==> src/rtl/bit_serial_alu_seq.sv <==
`default_nettype none
// ============================================================================
// Module   : bit_serial_alu_seq
// Purpose  : Multi-cycle sequencer around an external 1-bit ALU slice. A
//            WIDTH-bit operation is processed one bit per clock, LSB first.
//            The sequencer supplies operand bits, the carry and the control
//            code to the slice. It collects the slice Result/Cout bits,
//            assembles the result word and derives the zero, overflow and
//            carry flags.
// Ports    : clk, rst_n (synchronous, active low)
//            start/op/opa/opb     - issue interface, sampled in IDLE only
//            busy/done            - status (done is a one-cycle pulse)
//            result/zero/overflow/carry_out - registered, held until the
//                                   next operation completes
//            slice_a/b/cin/less/ctrl - drive to the 1-bit slice
//            slice_cout/slice_result - returns from the 1-bit slice
// Revision : 1.0 - initial release
// ============================================================================
module bit_serial_alu_seq #(
    parameter int WIDTH = 32
) (
    input  logic             clk,
    input  logic             rst_n,
    input  logic             start,
    input  logic [3:0]       op,
    input  logic [WIDTH-1:0] opa,
    input  logic [WIDTH-1:0] opb,
    output logic             busy,
    output logic             done,
    output logic [WIDTH-1:0] result,
    output logic             zero,
    output logic             overflow,
    output logic             carry_out,
    output logic             slice_a,
    output logic             slice_b,
    output logic             slice_cin,
    output logic             slice_less,
    output logic [3:0]       slice_ctrl,
    input  logic             slice_cout,
    input  logic             slice_result
);

    localparam int                CNT_W    = (WIDTH > 1) ? $clog2(WIDTH) : 1;
    localparam logic [CNT_W-1:0]  LAST_BIT = CNT_W'(WIDTH - 1);

    localparam logic [3:0] OP_ADD = 4'b0010;
    localparam logic [3:0] OP_SUB = 4'b0110;
    localparam logic [3:0] OP_SLT = 4'b0111;

    typedef enum logic [1:0] {
        S_IDLE = 2'd0,
        S_RUN  = 2'd1,
        S_DONE = 2'd2
    } state_t;

    state_t             state_q;
    logic [3:0]         op_q;
    logic [WIDTH-1:0]   a_q;
    logic [WIDTH-1:0]   b_q;
    logic [WIDTH-1:0]   acc_q;       // raw slice result bits, filled by index
    logic [CNT_W-1:0]   cnt_q;
    logic               carry_q;
    logic               busy_q;
    logic               done_q;
    logic [WIDTH-1:0]   result_q;
    logic               zero_q;
    logic               overflow_q;
    logic               carry_out_q;

    // Values that become the new outputs on the final RUN edge.
    logic [WIDTH-1:0]   sum_word_d;
    logic [WIDTH-1:0]   result_d;
    logic               ovf_d;
    logic               set_d;
    logic               is_arith_d;
    logic               is_slt_d;
    logic               run_w;

    assign run_w = (state_q == S_RUN);

    always_comb begin
        is_arith_d = (op_q == OP_ADD) || (op_q == OP_SUB);
        is_slt_d   = (op_q == OP_SLT);
        // The MSB of the sum arrives from the slice during the last cycle,
        // so it is merged in combinationally rather than taken from acc_q.
        sum_word_d            = acc_q;
        sum_word_d[WIDTH-1]   = slice_result;
        // carry_q holds the carry into the MSB during the last cycle.
        ovf_d      = carry_q ^ slice_cout;
        // SLT: sign of (A - B) corrected for signed overflow.
        set_d      = slice_result ^ ovf_d;
        result_d   = is_slt_d ? {{(WIDTH-1){1'b0}}, set_d} : sum_word_d;
    end

    always_ff @(posedge clk) begin
        if (!rst_n) begin
            state_q     <= S_IDLE;
            op_q        <= 4'b0000;
            a_q         <= '0;
            b_q         <= '0;
            acc_q       <= '0;
            cnt_q       <= '0;
            carry_q     <= 1'b0;
            busy_q      <= 1'b0;
            done_q      <= 1'b0;
            result_q    <= '0;
            zero_q      <= 1'b0;
            overflow_q  <= 1'b0;
            carry_out_q <= 1'b0;
        end else begin
            case (state_q)
                S_IDLE: begin
                    done_q <= 1'b0;
                    if (start) begin
                        state_q <= S_RUN;
                        op_q    <= op;
                        a_q     <= opa;
                        b_q     <= opb;
                        acc_q   <= '0;
                        cnt_q   <= '0;
                        // Carry-in of 1 turns the inverted-B add into a subtract.
                        carry_q <= op[2];
                        busy_q  <= 1'b1;
                    end
                end
                S_RUN: begin
                    acc_q[cnt_q] <= slice_result;
                    carry_q      <= slice_cout;
                    if (cnt_q == LAST_BIT) begin
                        state_q     <= S_DONE;
                        done_q      <= 1'b1;
                        result_q    <= result_d;
                        zero_q      <= (result_d == '0);
                        overflow_q  <= is_arith_d & ovf_d;
                        carry_out_q <= is_arith_d & slice_cout;
                    end else begin
                        cnt_q <= cnt_q + CNT_W'(1);
                    end
                end
                S_DONE: begin
                    // No issue from DONE: start is only looked at in IDLE.
                    state_q <= S_IDLE;
                    done_q  <= 1'b0;
                    busy_q  <= 1'b0;
                end
                default: begin
                    state_q <= S_IDLE;
                    done_q  <= 1'b0;
                    busy_q  <= 1'b0;
                end
            endcase
        end
    end

    // Slice drive: operand bits selected by the counter, quiet outside RUN.
    assign slice_a    = run_w & a_q[cnt_q];
    assign slice_b    = run_w & b_q[cnt_q];
    assign slice_cin  = run_w & carry_q;
    assign slice_less = 1'b0;
    // SLT is executed as a subtract; the set bit is formed here, not in the slice.
    assign slice_ctrl = run_w ? ((op_q == OP_SLT) ? OP_SUB : op_q) : 4'b0000;

    assign busy      = busy_q;
    assign done      = done_q;
    assign result    = result_q;
    assign zero      = zero_q;
    assign overflow  = overflow_q;
    assign carry_out = carry_out_q;

endmodule
`default_nettype wire

==> config.mk <==
export PLATFORM = sky130hd
export DESIGN_NAME = bit_serial_alu_seq
export DESIGN_NICKNAME = d
export VERILOG_FILES = /design/src/rtl/bit_serial_alu_seq.sv
export SDC_FILE = /design/constraint.sdc
export NUM_CORES = 1
export LEC_CHECK = 0
export BUFFER_PORTS_ARGS = -buffer_cell sky130_fd_sc_hd__buf_2
export CORE_UTILIZATION = 59
export CTS_CLUSTER_SIZE = 30
export DETAILED_ROUTE_END_ITERATION = 10
export PLACE_DENSITY = 0.84
export SYNTH_ARGS = -nofsm -noshare
export SYNTH_HDL_FRONTEND = slang
export SYNTH_SLANG_ARGS = --single-unit
==> constraint.sdc <==
create_clock -name clk -period 4.21 [get_ports clk]
set_input_delay 0.2105 -clock clk [delete_from_list [all_inputs] [get_ports clk]]
set_output_delay 0.2105 -clock clk [all_outputs]
set_load 0.05 [all_outputs]
; Yosys cells after proc, flatten, opt, wreduce, memory -nomap -nowiden
; Index checks and enable logic that the tools add are counted.
[word_totals]
reg_bits = 145
in_bits = 73
out_inout_bits = 45
wordCells = 66
[classes]
add_sub_neg = 1
order_cmp = 2
n_eq_ne = 8
mux = 22
bitwise_logic = 8
reduce_logical = 12
[ops]
columns = op, count
row1 = $mux W32, 2
row2 = $pmux W32 S2, 1
row3 = $bwmux W32, 1
row4 = $logic_not A32 Y1, 1
row5 = $reduce_and A2 Y1, 6
row6 = $bmux W1 S5, 2
row7 = $mux W5, 2
row8 = $pmux W5 S2, 1
row9 = $eq A4 B3 Y1 const B, 2
row10 = $mux W4, 2
row11 = $lt A5 B6 Y1 const B, 1
row12 = $add A5 B1 Y5 const B, 1
row13 = $and A1 B1 Y1, 5
row14 = $demux W1 S5, 1
row15 = $eq A5 B5 Y1 const B, 1
row16 = $ge A5 B1 Y1 const B, 1
row17 = $mux W1, 5
row18 = $eq A4 B2 Y1 const B, 1
row19 = $mux W2, 2
row20 = $ne A2 B2 Y1 const B, 2
row21 = $pmux W1 S2, 2
row22 = $pmux W2 S2, 1
row23 = $reduce_and A3 Y1, 1
row24 = $eq A2 B1 Y1 const B, 1
row25 = other kinds (7), 8

; Depth between registers and ports, before layout
; Gate-level depths: netlist (run 1).
[logic_depth]
word_depth = 6
depth_mapped = 11
depth_no_buf = 7

; Worst setup path before layout (run 1)
; OpenSTA, ideal clock, no wires.
[synth_path]
path_kind = reg-to-output
startpoint = reg cnt_q[1]
endpoint = out slice_a
t_arrival_ns = 2.062
required_time_ns = 4.000
slack_ns = 1.937
stages_incl_launch_ff = 8
path_buffers = 2
cell_sequence = dfxtp_1 > buf_6 > buf_6 > mux2i_1 > nor3_1 > nor2_1 > or3_1 > a41oi_1
[synth_via]
elab_chain_cells = 3
[synth_rtl]
columns = item, line_no
row1 = start: declaration, 61  ; logic [CNT_W-1:0] cnt_q;
row2 = start signal: assignment, 137  ; cnt_q <= cnt_q + CNT_W'(1);
row3 = $bmux W1 S5, 156  ; assign slice_a = run_w & a_q[cnt_q];
row4 = $mux W1 (not written as such), 156
row5 = $and A1 B1 Y1, 156
row6 = end: declaration, 34  ; output logic slice_a,
; Every way passes these cells. The select of a mux whose other input is x is not followed.

; Final worst setup path (run 1)
[layout_path]
startpoint = reg cnt_q[2]
endpoint = out slice_a
; Same word-level chain as after synthesis.

==> qor.yml, run 1 <==
yosysSeqAreaShare: 0.4640
crit_fanout: 28
outcome: "completed"
synth_edf_count: 0
core-area_sq_um: 10280
track_usage: 0.3538
place_congestion: 0.8347
worstMarginPinSlew_ns: 1.331
grt_pass1_vias: 6274
cts_max_path_buffers: 2
ys.flop_type: "dfxtp_1"
slew_headroom: 0.1101
synth_top_area_cell: "dfxtp_1"
grt_max_degree: 70
drt_iter0_drc: 681
worstSetupStartpointType: "register"
finalNetCount: 968
rsz0062_at_grt: "no"
pre_cts_slack_ns: 1.320
cts_buffers: 17
ios: 118
final-setup-viol-count: 0
cts_tree: "built"
drt_first_pass_iters: 7
drv_slew: 0
crit_arrival_ns: 3.44
intPower_uw: 2482
p_switching_uw: 814.4
ir_drop_uv: 248.1
die_h_microns: 104.6
dieArea_sq_um: 10940
vias: 6360
power.density_nw_per_um2: 412.7
worstPathBufferInverterCount: 2
synthesis.instances: 750
post_synth_num_cell_types: 49
crit_path_end_kind: "primary output"
die_w_microns: 104.6
utilization: 0.7771
fin_area_sq_um: 7986
place_area_sq_um: 6703
worstPathCellList: "inv_1 > nor3_1 > nand3_1 > and3_1 > a41oi_1 > buf_2"
drv_cap: 0
vias_per_cell: 6.121
clk_pin_slew_ns: 0.06
area_growth_pct: 28.56
post-cts-setup-buffers: 0
ys_ff_latch: 144
worst_skew_pair.late_latency_ns: 0.54
synth_top_area_share: 0.4640
drc_errors: 0
seq_power_share: 0.436
synthTopCellsByArea: "dfxtp_1 (46%), nand2_1 (10%), a21oi_1 (8.5%)"
power.share.clock: 0.465
finalHoldViolations: 0
cts_root_buffer: "clkbuf_8"
hp-class: "in -> reg"
worstSetupPathType: "reg -> out"
timing.final.crit_share: 0.8673
antenna_found_initial: 0
min_period_ns: 3.651
start_util: 0.6045
required_ns: 4.00
finalClockSkew_ns: 0.009744
p_sw_frac: 0.2471
leakagePower_uw: 0.003214
path_delay_family: "simple AND/OR/NAND/NOR gates"
routed_wl_mm: 19.10
num_rows: 37
slowest_stage: "dfxtp_1"
detail_route.wl_per_cell_microns: 18.39
netlist_area_sq_um: 6212
postLayoutSetupSlackWorst_ns: 0.5587
worst_path_largest_cell_delay_ns: 1.05
place_hpwl_mm: 10.56
htreeDepth: 4
clock-sinks: 144
comb_power_share: 0.098
syn_nets: 828
grt_pass1_wl_mm: 30.45
fin_hold_ws_ns: 0.02195
setup_tns_ns: 0
layout-drive-gt1-share: 0.1927
n_antenna_cell: 0
ys.warnings.count: 0
grt_overflow: 0
postRouteAntennaNets: 0
fmax_ghz: 0.2739
syn_area_per_cell_sq_um: 8.283
async_flop_share: 0
port_buffers: 116
power by group through the flow:
stage               combinational, uW  clock, uW  sequential (uW)
floorplan                         179          0             1460
global placement                  246          0             1460
detailed placement                255          0             1460
CTS                               306       1520             1440
global route                      347       1600             1440
finish                            324       1530             1440
cell usage after synthesis, types with 2 or more instances:
| master | instances |
|---|---|
| nand2b_1 | 2 |
| nor2_1 | 48 |
| ha_1 | 5 |
| nand4_1 | 8 |
| nor3b_1 | 2 |
| xnor2_1 | 2 |
| a31oi_1 | 4 |
| a21boi_0 | 28 |
| a22oi_1 | 34 |
| mux2i_1 | 9 |
| mux2_2 | 4 |
| and2_1 | 5 |
| inv_1 | 4 |
| o211ai_1 | 2 |
| nor3b_2 | 2 |
| clkbuf_1 | 48 |
| nand2_1 | 172 |
| buf_2 | 13 |
| o21ai_0 | 32 |
| xor2_1 | 2 |
| and3_1 | 10 |
| mux4_2 | 8 |
| buf_4 | 4 |
| nor3_1 | 6 |
| nor2b_1 | 5 |
| nor4_1 | 8 |
| mux4_1 | 2 |
| buf_6 | 4 |
| a21oi_1 | 106 |
| nand3_1 | 7 |
| and3b_1 | 2 |
| dfxtp_1 | 144 |
| a311oi_1 | 2 |
registers in the layout, indices dropped and copies added, names as in the netlist:
name	flops
zero	1
result	32
busy	1
done	1
carry_out	1
acc_q	31
a_q	32
cnt_q	5
b_q	32
overflow	1
state_q	2
carry_q	1
op_q	4
per-stage QoR:
step	cells	total power [uW]
after floorplan	750	1635
after global placement	939	1707
after detailed placement	939	1719
after CTS	1038	3265
after global routing	1039	3386
final	1039	3296
logic make-up (layout without fill, tap and decap cells):
family	after synthesis	in the layout	share of synthesized area
AOI/OAI and AO/OA	213	213	0.2032
xor gates and xnor gates	4	4	0.005641
buffers and inverters	76	229	0.05599
muxes	24	24	0.06163
adders and majority gates	5	5	0.01007
DFF	144	144	0.4640
and+or+nand+nor	283	283	0.1988
other	1	1	0.0006037
area by class of cell:
cell class / instances / area [sq um]
clock inverter: 12 / 157.7
multi-input combinational: 530 / 2990
sequential: 144 / 2883
timing repair buffer: 192 / 1321
fill: 637 / 2291
clock buffer: 20 / 445.4
inverter: 5 / 18.77
tap: 136 / 170.2
what timing repair did:
action                    CTS  global route
resized for setup           0             0
hold buffers               67             1
hold endpoints to repair   67             1
cells in the final DEF (no fill, tap or decap), types with 7 or more instances in the layout:
master / Yosys / final
nand4_1: 8 / 8
nand3_1: 7 / 7
a21boi_0: 28 / 28
o21ai_0: 32 / 32
buf_4: 4 / 8
buf_2: 13 / 116
nor4_1: 8 / 8
clkbuf_16: 0 / 16
nor2_1: 48 / 47
mux4_2: 8 / 8
mux2i_1: 9 / 9
dlygate4sd3_1: 0 / 68
dfxtp_1: 144 / 144
a21oi_1: 106 / 106
a22oi_1: 34 / 34
and3_1: 10 / 10
nand2_1: 172 / 172
worst min-delay path, stage by stage:
cell and delay (ns):
buf_2 0.12, nand2_1 0.06, a31oi_1 0.09
worst paths after layout:
check,slack (ns),cells after the start,from,to
worst max-delay path,0.56,6,cnt_q[2],slice_a
worst min-delay path,0.02,3,slice_cout,carry_q
worst max register to register,1.39,7,cnt_q[0],result[30]
worst min register to register,0.46,2,a_q[13],a_q[13]
layer usage:
metal | vias up | part of all wire | GRT usage
met2 | 421 | 0.50 | 0.6060
li1 | 2865 | - | -
met1 | 2966 | 0.36 | 0.3984
met4 | 0 | 0.056 | 0.2233
met3 | 108 | 0.085 | 0.07860
met5 | - | 0 | 0
Note: power is estimated with default switching activity, not from simulation.
==> inputs of run 2 (changes only) <==
--- a/config.mk
+++ b/config.mk
@@ -6,10 +6,9 @@
 export NUM_CORES = 1
 export LEC_CHECK = 0
 export BUFFER_PORTS_ARGS = -buffer_cell sky130_fd_sc_hd__buf_2
-export CORE_UTILIZATION = 59
+export CORE_UTILIZATION = 30
 export CTS_CLUSTER_SIZE = 30
 export DETAILED_ROUTE_END_ITERATION = 10
-export PLACE_DENSITY = 0.84
 export SYNTH_ARGS = -nofsm -noshare
 export SYNTH_HDL_FRONTEND = slang
 export SYNTH_SLANG_ARGS = --single-unit
==> run 2 against run 1 <==
Against the previous run: maximum frequency is 10% higher; sequential share of layout area rose by 2.5 points; non-clock buffer count is 66 lower; critical endpoint is now slice_b.
==> qor.yml, run 2 (same netlist as run 1, synthesis figures left out) <==
outcome: "completed"
dieArea_sq_um: 21290  # +95%
fillerInstances: 2178  # +240%
num_rows: 52  # +41%
cts_root_buffer: "clkbuf_16"
post-cts-setup-buffers: 0  # unchanged
grt_max_degree: 70  # unchanged
grt_overflow: 0  # unchanged
finalHoldViolations: 0  # unchanged
slew_headroom: 0.2705  # +0.1605
cts_resized: 0  # unchanged
whs_endpoint: "a_q[2]"
grt_pass1_vias: 5207  # -17%
die_h_microns: 145.9  # +39%
htreeDepth: 4  # unchanged
worstSetupPathType: "reg -> out"
postRouteAntennaNets: 0  # unchanged
finalClockSkew_ns: 0.006332  # -0.003412 ns
area_growth_pct: 20.32
postLayoutSetupSlackWorst_ns: 0.8898  # +0.3312 ns
die_w_microns: 145.9  # +39%
hold_path_depth: 3  # unchanged
worstSetupStartpointType: "register"
fin_hold_ws_ns: 0.03183  # +0.009875 ns
required_ns: 4.00  # about the same
utilization: 0.3682  # -0.4089
drc_errors: 0  # unchanged
cts_hold_buf: 0  # -100%
place_area_sq_um: 6885  # +2.7%
routed_wl_mm: 16.92  # -11%
hp-class: "in -> reg"
vias_per_cell: 4.900  # -20%
drt_iter0_drc: 327  # -52%
track_usage: 0.1628  # -0.1910
worst_skew_pair.late_latency_ns: 0.41  # -0.13 ns
min_period_ns: 3.320  # -0.3312 ns
clk_pin_slew_ns: 0.06  # about the same
place_congestion: 0.7626  # -8.6%
worstMarginPinSlew_ns: 1.093  # -0.2379 ns
final_cell_mix: "nand2_1 (172), dfxtp_1 (144), buf_2 (116)"
drt_first_pass_iters: 5  # -2
fin_area_sq_um: 7475  # -6.4%
ir_drop_uv: 264.0  # +6.4%
multi_input_area_sq_um: 2990  # unchanged
power.density_nw_per_um2: 426.0  # +3.2%
timing.final.crit_share: 0.7886  # -0.07866
cts_max_path_buffers: 2  # unchanged
final-setup-viol-count: 0  # unchanged
seq_area_sq_um: 2883  # unchanged
core-area_sq_um: 20300  # +98%
ios: 118  # unchanged
cts_tree: "built"
grt_pass1_wl_mm: 27.50  # -9.7%
start_util: 0.3060  # -0.2984
layout-drive-gt1-share: 0.2084  # +0.01569
r2r_cells: 7  # unchanged
crit_fanout: 19  # -32%
finalNetCount: 902  # -6.8%
setup_tns_ns: 0  # unchanged
antenna_found_initial: 0  # unchanged
fmax_ghz: 0.3012  # +10%
crit_path_end_kind: "primary output"
crit_arrival_ns: 3.11  # -0.33 ns
detail_route.wl_per_cell_microns: 15.31  # -17%
cts_buffers: 17  # unchanged
place_hpwl_mm: 11.53  # +9.1%
rrSetupSlack_ns: 1.43  # +0.04 ns
regToRegStartpoint: "cnt_q[1]"
n_antenna_cell: 0  # unchanged
port_buffers: 116  # unchanged
layout.cells.most_common: "nand2_1"
drv_slew: 0  # unchanged
rsz0062_at_grt: "no"
drv_cap: 0  # unchanged
leakagePower_uw: 0.002933  # -8.7%
pre_cts_slack_ns: 1.362  # +0.04131 ns
vias: 5415  # -15%
hp-start: "opa[2]"
r2r_end: "zero"
clock-sinks: 144  # unchanged
==> run 2: cell count changes in the layout (fill, tap and decap cells not counted) <==
cell           before  now
inv_6               2    1
dlygate4sd3_1      68    0
clkbuf_8            3    4
clkinv_2            2    1
clkbuf_16          16   17
buf_4               8   10
bufinv_16           3    2
clkinv_4            2    1
==> run 2: power by group <==
group          total (uW)  switching [uW]  internal, uW
Sequential           1440            29.7          1410
Combinational         256             160          95.6
Clock                1490             562           930
==> run 2: layer usage <==
layer	vias to the layer above	track usage	share of wire
li1	2729	-	-
met1	2528	0.2171	0.46
met2	141	0.2596	0.48
met3	17	0.03856	0.049
met4	0	0.05000	0.016
met5	-	0	0
==> run 2: final cells by class <==
type,instances,share of cell area
Inverter,5,0.002511
Clock buffer,22,0.06478
Tap cell,270,0.04520
Multi-Input combinational cell,530,0.4001
Timing Repair Buffer,126,0.08771
Sequential cell,144,0.3857
Clock inverter,8,0.01406
==> run 2: per-stage QoR <==
step	cells	power (uW)
floorplan	750	1635
global placement	1075	1721
detailed placement	1075	1724
CTS	1105	3215
global route	1105	3313
finish	1105	3184
==> run 2: worst max path at each step <==
| stage | start | end | slack (ns) | cells past startpoint |
|---|---|---|---|---|
| finish | cnt_q[4] | slice_b | 0.89 | 6 |
| global route | cnt_q[4] | slice_b | 0.66 | 6 |
| CTS | cnt_q[4] | slice_b | 0.92 | 6 |
| detailed placement | cnt_q[4] | slice_b | 1.36 | 6 |
| global placement | cnt_q[4] | slice_b | 1.41 | 6 |
| floorplan | cnt_q[1] | slice_a | 1.94 | 7 |
==> run 2: critical path: stages, from the launching register on <==
cell and delay [ns]:
dfxtp_1 0.74, nor2b_1 0.62, nor2b_1 0.63, a21oi_1 0.14
nor2_1 0.12, o31a_1 0.18, buf_2 0.28
==> inputs of run 3 (changes only) <==
==> constraint.sdc (replaced) <==
create_clock -name clk -period 3 [get_ports clk]
set_input_delay 0.15 -clock clk [delete_from_list [all_inputs] [get_ports clk]]
set_output_delay 0.15 -clock clk [all_outputs]
set_load 0.05 [all_outputs]
==> run 3 against run 2 <==
Against the previous run: first-iteration DRC count down 9.5%; highest routed layer unchanged; core utilization increased by 3.8 points; sequential power grew 40%; largest cell class unchanged; largest power group unchanged; critical endpoint is now slice_a.
==> qor.yml, run 3 (same netlist as run 1, synthesis figures left out) <==
outcome: "completed"
slew_headroom: 0.4164  # +0.1459
finalHoldViolations: 0  # unchanged
pre_cts_slack_ns: 0.6766  # -0.6850 ns
hold_path_depth: 3  # unchanged
layout-drive-gt1-share: 0.2069  # -0.001525
multi_input_area_sq_um: 2990  # unchanged
hp-start: "opb[15]"
wl_met1_mm: 7.992  # +3.0%
routed_wl_mm: 17.72  # +4.7%
vias: 5742  # +6.0%
place_congestion: 0.7670  # +0.58%
dieArea_sq_um: 21290  # unchanged
cts_max_path_buffers: 2  # unchanged
clk_pin_slew_ns: 0.06  # about the same
crit_path_end_kind: "primary output"
crit_arrival_ns: 2.61  # -0.50 ns
min_period_ns: 2.755
detail_route.wl_per_cell_microns: 15.09  # -1.4%
grt_pass1_vias: 5423  # +4.1%
wl_met2_mm: 8.841  # +9.8%
ir_drop_uv: 420.1  # +59%
hp-class: "in -> reg"
crit_fanout: 21  # +2
port_buffers: 116  # unchanged
worst_skew_pair.late_latency_ns: 0.42  # about the same
layout.cells.most_common: "nand2_1"
final-setup-viol-count: 0  # unchanged
core-area_sq_um: 20300  # unchanged
setup_tns_ns: 0  # unchanged
rsz0062_at_grt: "no"
post-cts-setup-buffers: 0  # unchanged
n_antenna_cell: 0  # unchanged
start_util: 0.3060  # unchanged
fillerInstances: 2054  # -5.7%
final_cell_mix: "nand2_1 (172), dfxtp_1 (143), buf_2 (116)"
ios: 118  # unchanged
die_h_microns: 145.9  # unchanged
leakagePower_uw: 0.003280  # +12%
timing.final.crit_share: 0.9183
drc_errors: 0  # unchanged
clock-sinks: 144  # unchanged
htreeDepth: 4  # unchanged
finalClockSkew_ns: 0.006573  # +0.0002404 ns
drt_iter0_drc: 296  # -9.5%
vias_per_cell: 4.891  # -0.19%
grt_max_degree: 70  # unchanged
grt_pass1_wl_mm: 28.40  # +3.3%
num_rows: 52  # unchanged
drv_slew: 0  # unchanged
r2r_cells: 6  # -1
worstSetupPathType: "reg -> out"
worstSetupStartpointType: "register"
regToRegStartpoint: "cnt_q[3]"
postLayoutSetupSlackWorst_ns: 0.2450  # -0.6448 ns
required_ns: 2.85  # -1.15 ns
whs_endpoint: "b_q[15]"
r2r_end: "zero"
antenna_found_initial: 0  # unchanged
place_hpwl_mm: 11.61  # +0.68%
drv_cap: 0  # unchanged
rrSetupSlack_ns: 0.81  # -0.62 ns
seq_area_sq_um: 2884  # about the same
cts_buffers: 17  # unchanged
top_layer: "met4"
area_growth_pct: 32.77
postRouteAntennaNets: 0  # unchanged
utilization: 0.4063  # +0.03809
die_w_microns: 145.9  # unchanged
drt_first_pass_iters: 4  # -1
cts_tree: "built"
grt_overflow: 0  # unchanged
finalNetCount: 969  # +7.4%
cts_root_buffer: "clkbuf_16"
worstMarginPinSlew_ns: 0.8741  # -0.2189 ns
fmax_ghz: 0.3630
track_usage: 0.1686  # +0.005846
wl_met3_microns: 759  # -9.3%
power.density_nw_per_um2: 581.3  # +36%
run 3: cell types whose count changed in the layout (fill, tap and decap cells not counted), sizes merged:
cell,change
dlygate4sd3,+58
buf,+9
clkinv,+4
bufinv,+3
clkbuf,-3
clkinvlp,-1
inv,-1
run 3: per-stage QoR:
stage                     power (uW)  std cells  cell area, sq um  hold slack [ns]
after detailed placement        2431       1084              7003           0.3969
after CTS                       4830       1174              8247        0.0003278
after global routing            4977       1174              8248          0.01388
after global placement          2428       1084              7003           0.3957
after floorplan                 2295        750              6212           0.2860
final                           4795       1174              8248         0.008986
run 3: cell type report:
type / count / share of cell area
Sequential cell: 144 / 0.3497
Clock buffer: 19 / 0.05492
Clock inverter: 13 / 0.02549
Timing Repair Buffer: 193 / 0.1641
Tap cell: 270 / 0.04096
Inverter: 5 / 0.002275
Multi-Input combinational cell: 530 / 0.3626
run 3: where the power goes:
group / switching, uW / internal (uW)
sequential: 37.4 / 1970
clock: 826 / 1520
combinational: 246 / 189
total: 1110 / 3690
run 3: worst max-delay path by stage:
stage          startpoint      end  cells past startpoint
3_5_place_dp     cnt_q[2]  slice_a                      6
3_3_place_gp     cnt_q[2]  slice_b                      6
6_report         cnt_q[3]  slice_a                      6
4_1_cts          cnt_q[2]  slice_a                      6
2_1_floorplan    cnt_q[1]  slice_a                      7
5_1_grt          cnt_q[3]  slice_a                      6
run 3: what timing repair did:
item	in CTS	in global routing
endpoints found under the hold margin	58	0
resized for setup	0	1
hold buffers	58	0
endpoints found under the setup margin	0	1
run 3: critical path, cell delays in order (launching register included):
cell      delay, ns
dfxtp_1        0.82
mux2i_1        0.20
a311oi_1       0.31
o211ai_1       0.13
and3_1         0.20
a41oi_1        0.21
buf_2          0.31
run 3: per-layer routing:
layer | global-route usage | vias to the layer above
li1 | - | 2877
met1 | 0.2152 | 2717
met2 | 0.2890 | 137
met3 | 0.03542 | 11
met4 | 0.04105 | 0
met5 | 0 | -
